--- src/rtl/nes_frame_scheduler.sv ---
// Frame buffer arbiter: shares one synchronous-read RAM between PPU writes and
// 2x-scaled VGA scan-out, with a frame-aligned double-buffer bank swap.
module nes_frame_scheduler #(
  parameter int          H_OFFSET     = 64,
  parameter logic [7:0]  BORDER_PIXEL = 8'h0F,
  parameter int          LAST_COL     = 799,
  parameter int          LAST_ROW     = 524
) (
  input  logic        clk_i,
  input  logic        rst_i,
  input  logic [9:0]  column_i,
  input  logic [9:0]  row_i,
  output logic [7:0]  pixel_o,
  input  logic        wr_valid_i,
  input  logic [15:0] wr_addr_i,
  input  logic [7:0]  wr_data_i,
  output logic        wr_ready_o,
  input  logic        swap_req_i,
  output logic        swap_done_o,
  output logic        display_bank_o,
  output logic [16:0] ram_addr_o,
  output logic        ram_we_o,
  output logic [7:0]  ram_wdata_o,
  input  logic [7:0]  ram_rdata_i
);

  typedef enum logic {S_IDLE, S_PENDING} state_t;

  state_t      state_q, state_d;
  logic        rd_pending_q, rd_pending_d;
  logic        bank_q, bank_d;
  logic [7:0]  pixel_q, pixel_d;
  logic        rd_slot, swap_point, swap_fire, win_next, active_row;
  logic [9:0]  col_off, col_nxt;
  logic [7:0]  rd_x, rd_y;

  // Reads run two columns ahead: one cycle of RAM latency plus one output register.
  assign active_row = row_i < 10'd480;
  assign rd_slot    = active_row && !column_i[0] &&
                      column_i >= 10'(H_OFFSET - 2) && column_i <= 10'(H_OFFSET + 509);
  assign col_off    = column_i - 10'(H_OFFSET - 2);
  assign rd_x       = col_off[8:1];
  assign rd_y       = row_i[8:1];
  assign col_nxt    = column_i + 10'd1;
  assign win_next   = active_row && col_nxt >= 10'(H_OFFSET) && col_nxt <= 10'(H_OFFSET + 511);

  // Reads own the port in their slot; writes go to the back bank otherwise.
  assign wr_ready_o  = !rd_slot;
  assign ram_we_o    = wr_valid_i && !rd_slot;
  assign ram_addr_o  = ram_we_o ? {~bank_q, wr_addr_i} : {bank_q, rd_y, rd_x};
  assign ram_wdata_o = wr_data_i;

  assign swap_point = column_i == 10'(LAST_COL) && row_i == 10'(LAST_ROW);

  always_ff @(posedge clk_i or posedge rst_i) begin
    if (rst_i) begin
      state_q      <= S_IDLE;
      rd_pending_q <= 1'b0;
      bank_q       <= 1'b0;
      pixel_q      <= BORDER_PIXEL;
    end else begin
      state_q      <= state_d;
      rd_pending_q <= rd_pending_d;
      bank_q       <= bank_d;
      pixel_q      <= pixel_d;
    end
  end

  always_comb begin
    state_d = state_q;
    case (state_q)
      S_IDLE:    if (swap_req_i && !swap_point) state_d = S_PENDING;
      S_PENDING: if (swap_point)                state_d = S_IDLE;
      default:                                  state_d = S_IDLE;
    endcase
  end

  // A request landing exactly on the swap point flips without visiting PENDING.
  always_comb begin
    swap_fire   = swap_point && (state_q == S_PENDING || swap_req_i);
    swap_done_o = swap_fire && !rst_i;
  end

  always_comb begin
    rd_pending_d = rd_slot;
    bank_d       = bank_q ^ swap_fire;
    pixel_d      = pixel_q;
    if (rd_pending_q)   pixel_d = ram_rdata_i;
    else if (!win_next) pixel_d = BORDER_PIXEL;
  end

  assign pixel_o        = pixel_q;
  assign display_bank_o = bank_q;

endmodule

--- config.mk ---
export PLATFORM = sky130hd
export DESIGN_NAME = nes_frame_scheduler
export DESIGN_NICKNAME = d
export VERILOG_FILES = /design/src/rtl/nes_frame_scheduler.sv
export SDC_FILE = /design/constraint.sdc
export NUM_CORES = 1
export LEC_CHECK = 0
export ABC_AREA = 1
export CELL_PAD_IN_SITES_DETAIL_PLACEMENT = 2
export CELL_PAD_IN_SITES_GLOBAL_PLACEMENT = 2
export CORE_ASPECT_RATIO = 0.5
export CORE_MARGIN = 3
export CORE_UTILIZATION = 13
export CTS_CLUSTER_DIAMETER = 100
export CTS_CLUSTER_SIZE = 14
export DETAILED_ROUTE_END_ITERATION = 8
export MAX_ROUTING_LAYER = met4
export PLACE_DENSITY = 0.86
export SLEW_MARGIN = 10
export SYNTH_ARGS = -nofsm -noshare
export SYNTH_HDL_FRONTEND = slang
export SYNTH_SLANG_ARGS = --single-unit
export TNS_END_PERCENT = 1
--- constraint.sdc ---
create_clock -name clk_i -period 1.8 [get_ports clk_i]
set_clock_uncertainty 0.2 [all_clocks]
set_input_delay 0.45 -clock clk_i [delete_from_list [all_inputs] [get_ports clk_i]]
set_output_delay 0.45 -clock clk_i [all_outputs]
set_load 0.02 [all_outputs]
==> impl_metrics.json <==
{
  "status": "finished with violations",
  "violations": "negative setup slack",
  "hp-class": "reg -> reg",
  "syn_avg_cell_area_sq_um": 5.78,
  "ys.flop_type": "dfrtp_1",
  "met3_usage_pct": 3.16,
  "switchingPower_uw": 508,
  "tightest_slew_ns": 0.790,
  "fin_crit_ns": 2.39,
  "crit_chain": "buf_4 > inv_1 > nor4_4 > and3_4 > nand4_1 > nor2_2 > buf_4",
  "grt_busiest_layer": "met2",
  "drc_errors": 0,
  "max_slew_margin_pct": 47.2,
  "ys_warn_count": 0,
  "vias": 1875,
  "cts_buffers": 3,
  "intPower_uw": 866,
  "die_y_um": 72.5,
  "cpMostUsedCell": "buf_4",
  "antenna_found_initial": 0,
  "p_leak_uw": 0.00135,
  "die_area_sq_mm": 0.0101,
  "overflow": 0,
  "cts_tree": "yes",
  "grtUsageMet2_pct": 33.9,
  "worstPathArrival_ns": 1.74,
  "crit_family": "simple AND/OR/NAND/NOR gates",
  "cp_max_fo": 6,
  "root_buffer": "clkbuf_16",
  "dp_slack_ns": -1.55,
  "synth_edf_count": 0,
  "grt_pass1_vias": 2212,
  "port_buffers": 76,
  "post-dp-hpwl_um": 5710,
  "finalNetCount": 375,
  "finalWorstSetupSlack_ns": -0.590,
  "pwr-share-comb_pct": 47.4,
  "die_x_um": 139,
  "cpMaxStageDelayCell": "nor4_4",
  "grt_use_met1_pct": 16.6,
  "seqPwrFrac_pct": 20.3,
  "fin_tns_setup_ns": -13.93,
  "total_power_uw": 1370,
  "slew_viol_final": 0,
  "regArea_sq_um": 280,
  "netlist.area_leader.share_pct": 30.0,
  "netlist_area_sq_mm": 0.00115,
  "insertedDiodeCount": 0,
  "place.gp.congestion": 0.814,
  "maxCapViolCount": 0,
  "yosys_register_bits": 11,
  "crit_type": "in -> out",
  "clock_latency_ns": 0.25,
  "drtIter0Drc": 125,
  "async_flop_share_pct": 100,
  "fill_cells": 961,
  "start_kind": "input pin",
  "grt_use_total_pct": 17.2,
  "endpoint_kind": "output pin",
  "power-per-cell-area_mw_per_mm2": 510,
  "initial_core_util_pct": 13.9,
  "critPathBufInv": 3,
  "clkSinkCount": 11,
  "synthTopCellsByArea": "nand2_1, dfrtp_1, dfstp_2",
  "hold_viol": 0,
  "vdd_drop_max_mv": 0.225,
  "yosysSeqAreaShare_pct": 24.4,
  "setup_violations": 30,
  "core_sq_mm": 0.00829,
  "synth_fp_nets": 256,
  "required_ns": 1.15,
  "clock_path_buffers": 2,
  "via_per_inst": 4.37,
  "multi_input_area_sq_um": 960,
  "drive_gt1_share_pct": 49.8,
  "row_count": 23,
  "clock_power_share_pct": 32.4,
  "rsz0062_at_grt": "yes",
  "grt_max_degree": 12,
  "synth_top_cell_by_area": "nand2_1",
  "p_sw_share_pct": 37.0,
  "ant_nets": 0,
  "clk_pin_slew_worst_paths_ns": 0.05,
  "max_freq_ghz": 0.418,
  "max_stage_delay_ns": 0.30,
  "htree_num_levels": 1,
  "io_pins": 93,
  "synth_cells": 199,
  "syn_to_final_growth_pct": 134,
  "ys_types": 24,
  "period_share_pct": 133,
  "whs_ns": 0.300,
  "grt_first_pass_wirelength_um": 12800,
  "firstDrtPassIters": 4,
  "wl_um": 9220,
  "routedWlPerCell_um": 21.5
}
layout make-up:
class                           instances  area share [%]
Clock buffer                            3            2.79
Multi-Input combinational cell        155            35.6
Timing Repair Buffer                  122            41.9
Timing Repair inverter                  1           0.232
Tap cell                              112            5.20
Clock inverter                          1           0.186
Sequential cell                        11            10.4
Inverter                               24            3.62
power groups by stage:
stage | Sequential (uW) | Combinational (uW) | Clock [uW]
6_report | 279 | 651 | 445
5_1_grt | 280 | 686 | 464
4_1_cts | 278 | 600 | 433
3_5_place_dp | 281 | 542 | 0
3_3_place_gp | 280 | 514 | 0
2_1_floorplan | 292 | 219 | 0
metal layers:
metal | vias to the layer above | wire, um
met5 | - | 0
met4 | 0 | 384
met3 | 28 | 310
met2 | 56 | 4950
met1 | 944 | 3580
li1 | 847 | -
per-stage QoR:
step | cells | utilization, % | area, sq um
4_1_cts | 426 | 31.1 | 2580
3_5_place_dp | 415 | 27.8 | 2310
6_report | 429 | 32.5 | 2690
2_1_floorplan | 199 | - | 1180
5_1_grt | 429 | 32.5 | 2690
3_3_place_gp | 415 | 27.8 | 2310
cells in the mapped netlist, types with 2 or more instances:
cell type and instances:
inv_1 23, buf_4 9, nand4_1 3, dfstp_2 4, xor2_1 5, nor2_2 2
o21ai_0 3, nand2_2 5, dfrtp_1 7, nor3_1 3, nand3_1 18, nor2_1 12
nor4_1 3, nand2_1 92
logic make-up after synthesis:
| kind of cell | after synthesis | share of synthesized area, % |
|---|---|---|
| DFF | 11 | 24.4 |
| AOI/OAI and AO/OA | 6 | 3.26 |
| xor gates and xnor gates | 5 | 3.81 |
| adders and majority gates | 1 | 1.09 |
| and+or+nand+nor | 141 | 52.2 |
| buffers and inverters | 35 | 15.2 |
cells in the final DEF (no fill, tap or decap), types with 5 or more instances in the layout:
master / count
buf_4: 45
buf_6: 24
clkdlybuf4s50_1: 27
dfrtp_1: 7
dlygate4sd2_1: 11
inv_1: 21
nand2_1: 55
nand2_2: 38
nand2_4: 6
nand3_1: 12
nand3_2: 5
nor2_1: 8
final timing paths:
path	cells past startpoint	end	slack [ns]	startpoint
min reg2reg	2	pixel_o[0]	0.30	pixel_o[0]
max in group asynchronous	2	pixel_o[1]	0.60	rst_i
max reg2reg	3	pixel_o[1]	-0.04	rd_pending_q
min in group asynchronous	2	display_bank_o	0.44	rst_i
min	2	pixel_o[0]	0.30	pixel_o[0]
max	7	swap_done_o	-0.59	column_i[8]
what timing repair did:
action                                  CTS  global route
hold buffers                              0             0
pin swaps                                28            13
buffers inserted                          5             2
endpoints found under the setup margin   40            31
cloned                                    2             1
resized for setup                       238            28
flip-flops by register name, indices dropped and copies added, names as in the netlist:
signal,count
rd_pending_q,1
state_q,1
pixel_o,8
display_bank_o,1
worst register-to-register path, delay by kind of cell, from the launching register on:
family	cells	cell delay, ns
DFF	1	0.50
and+or+nand+nor	3	1.07
Power figures use the tool's default switching activity.
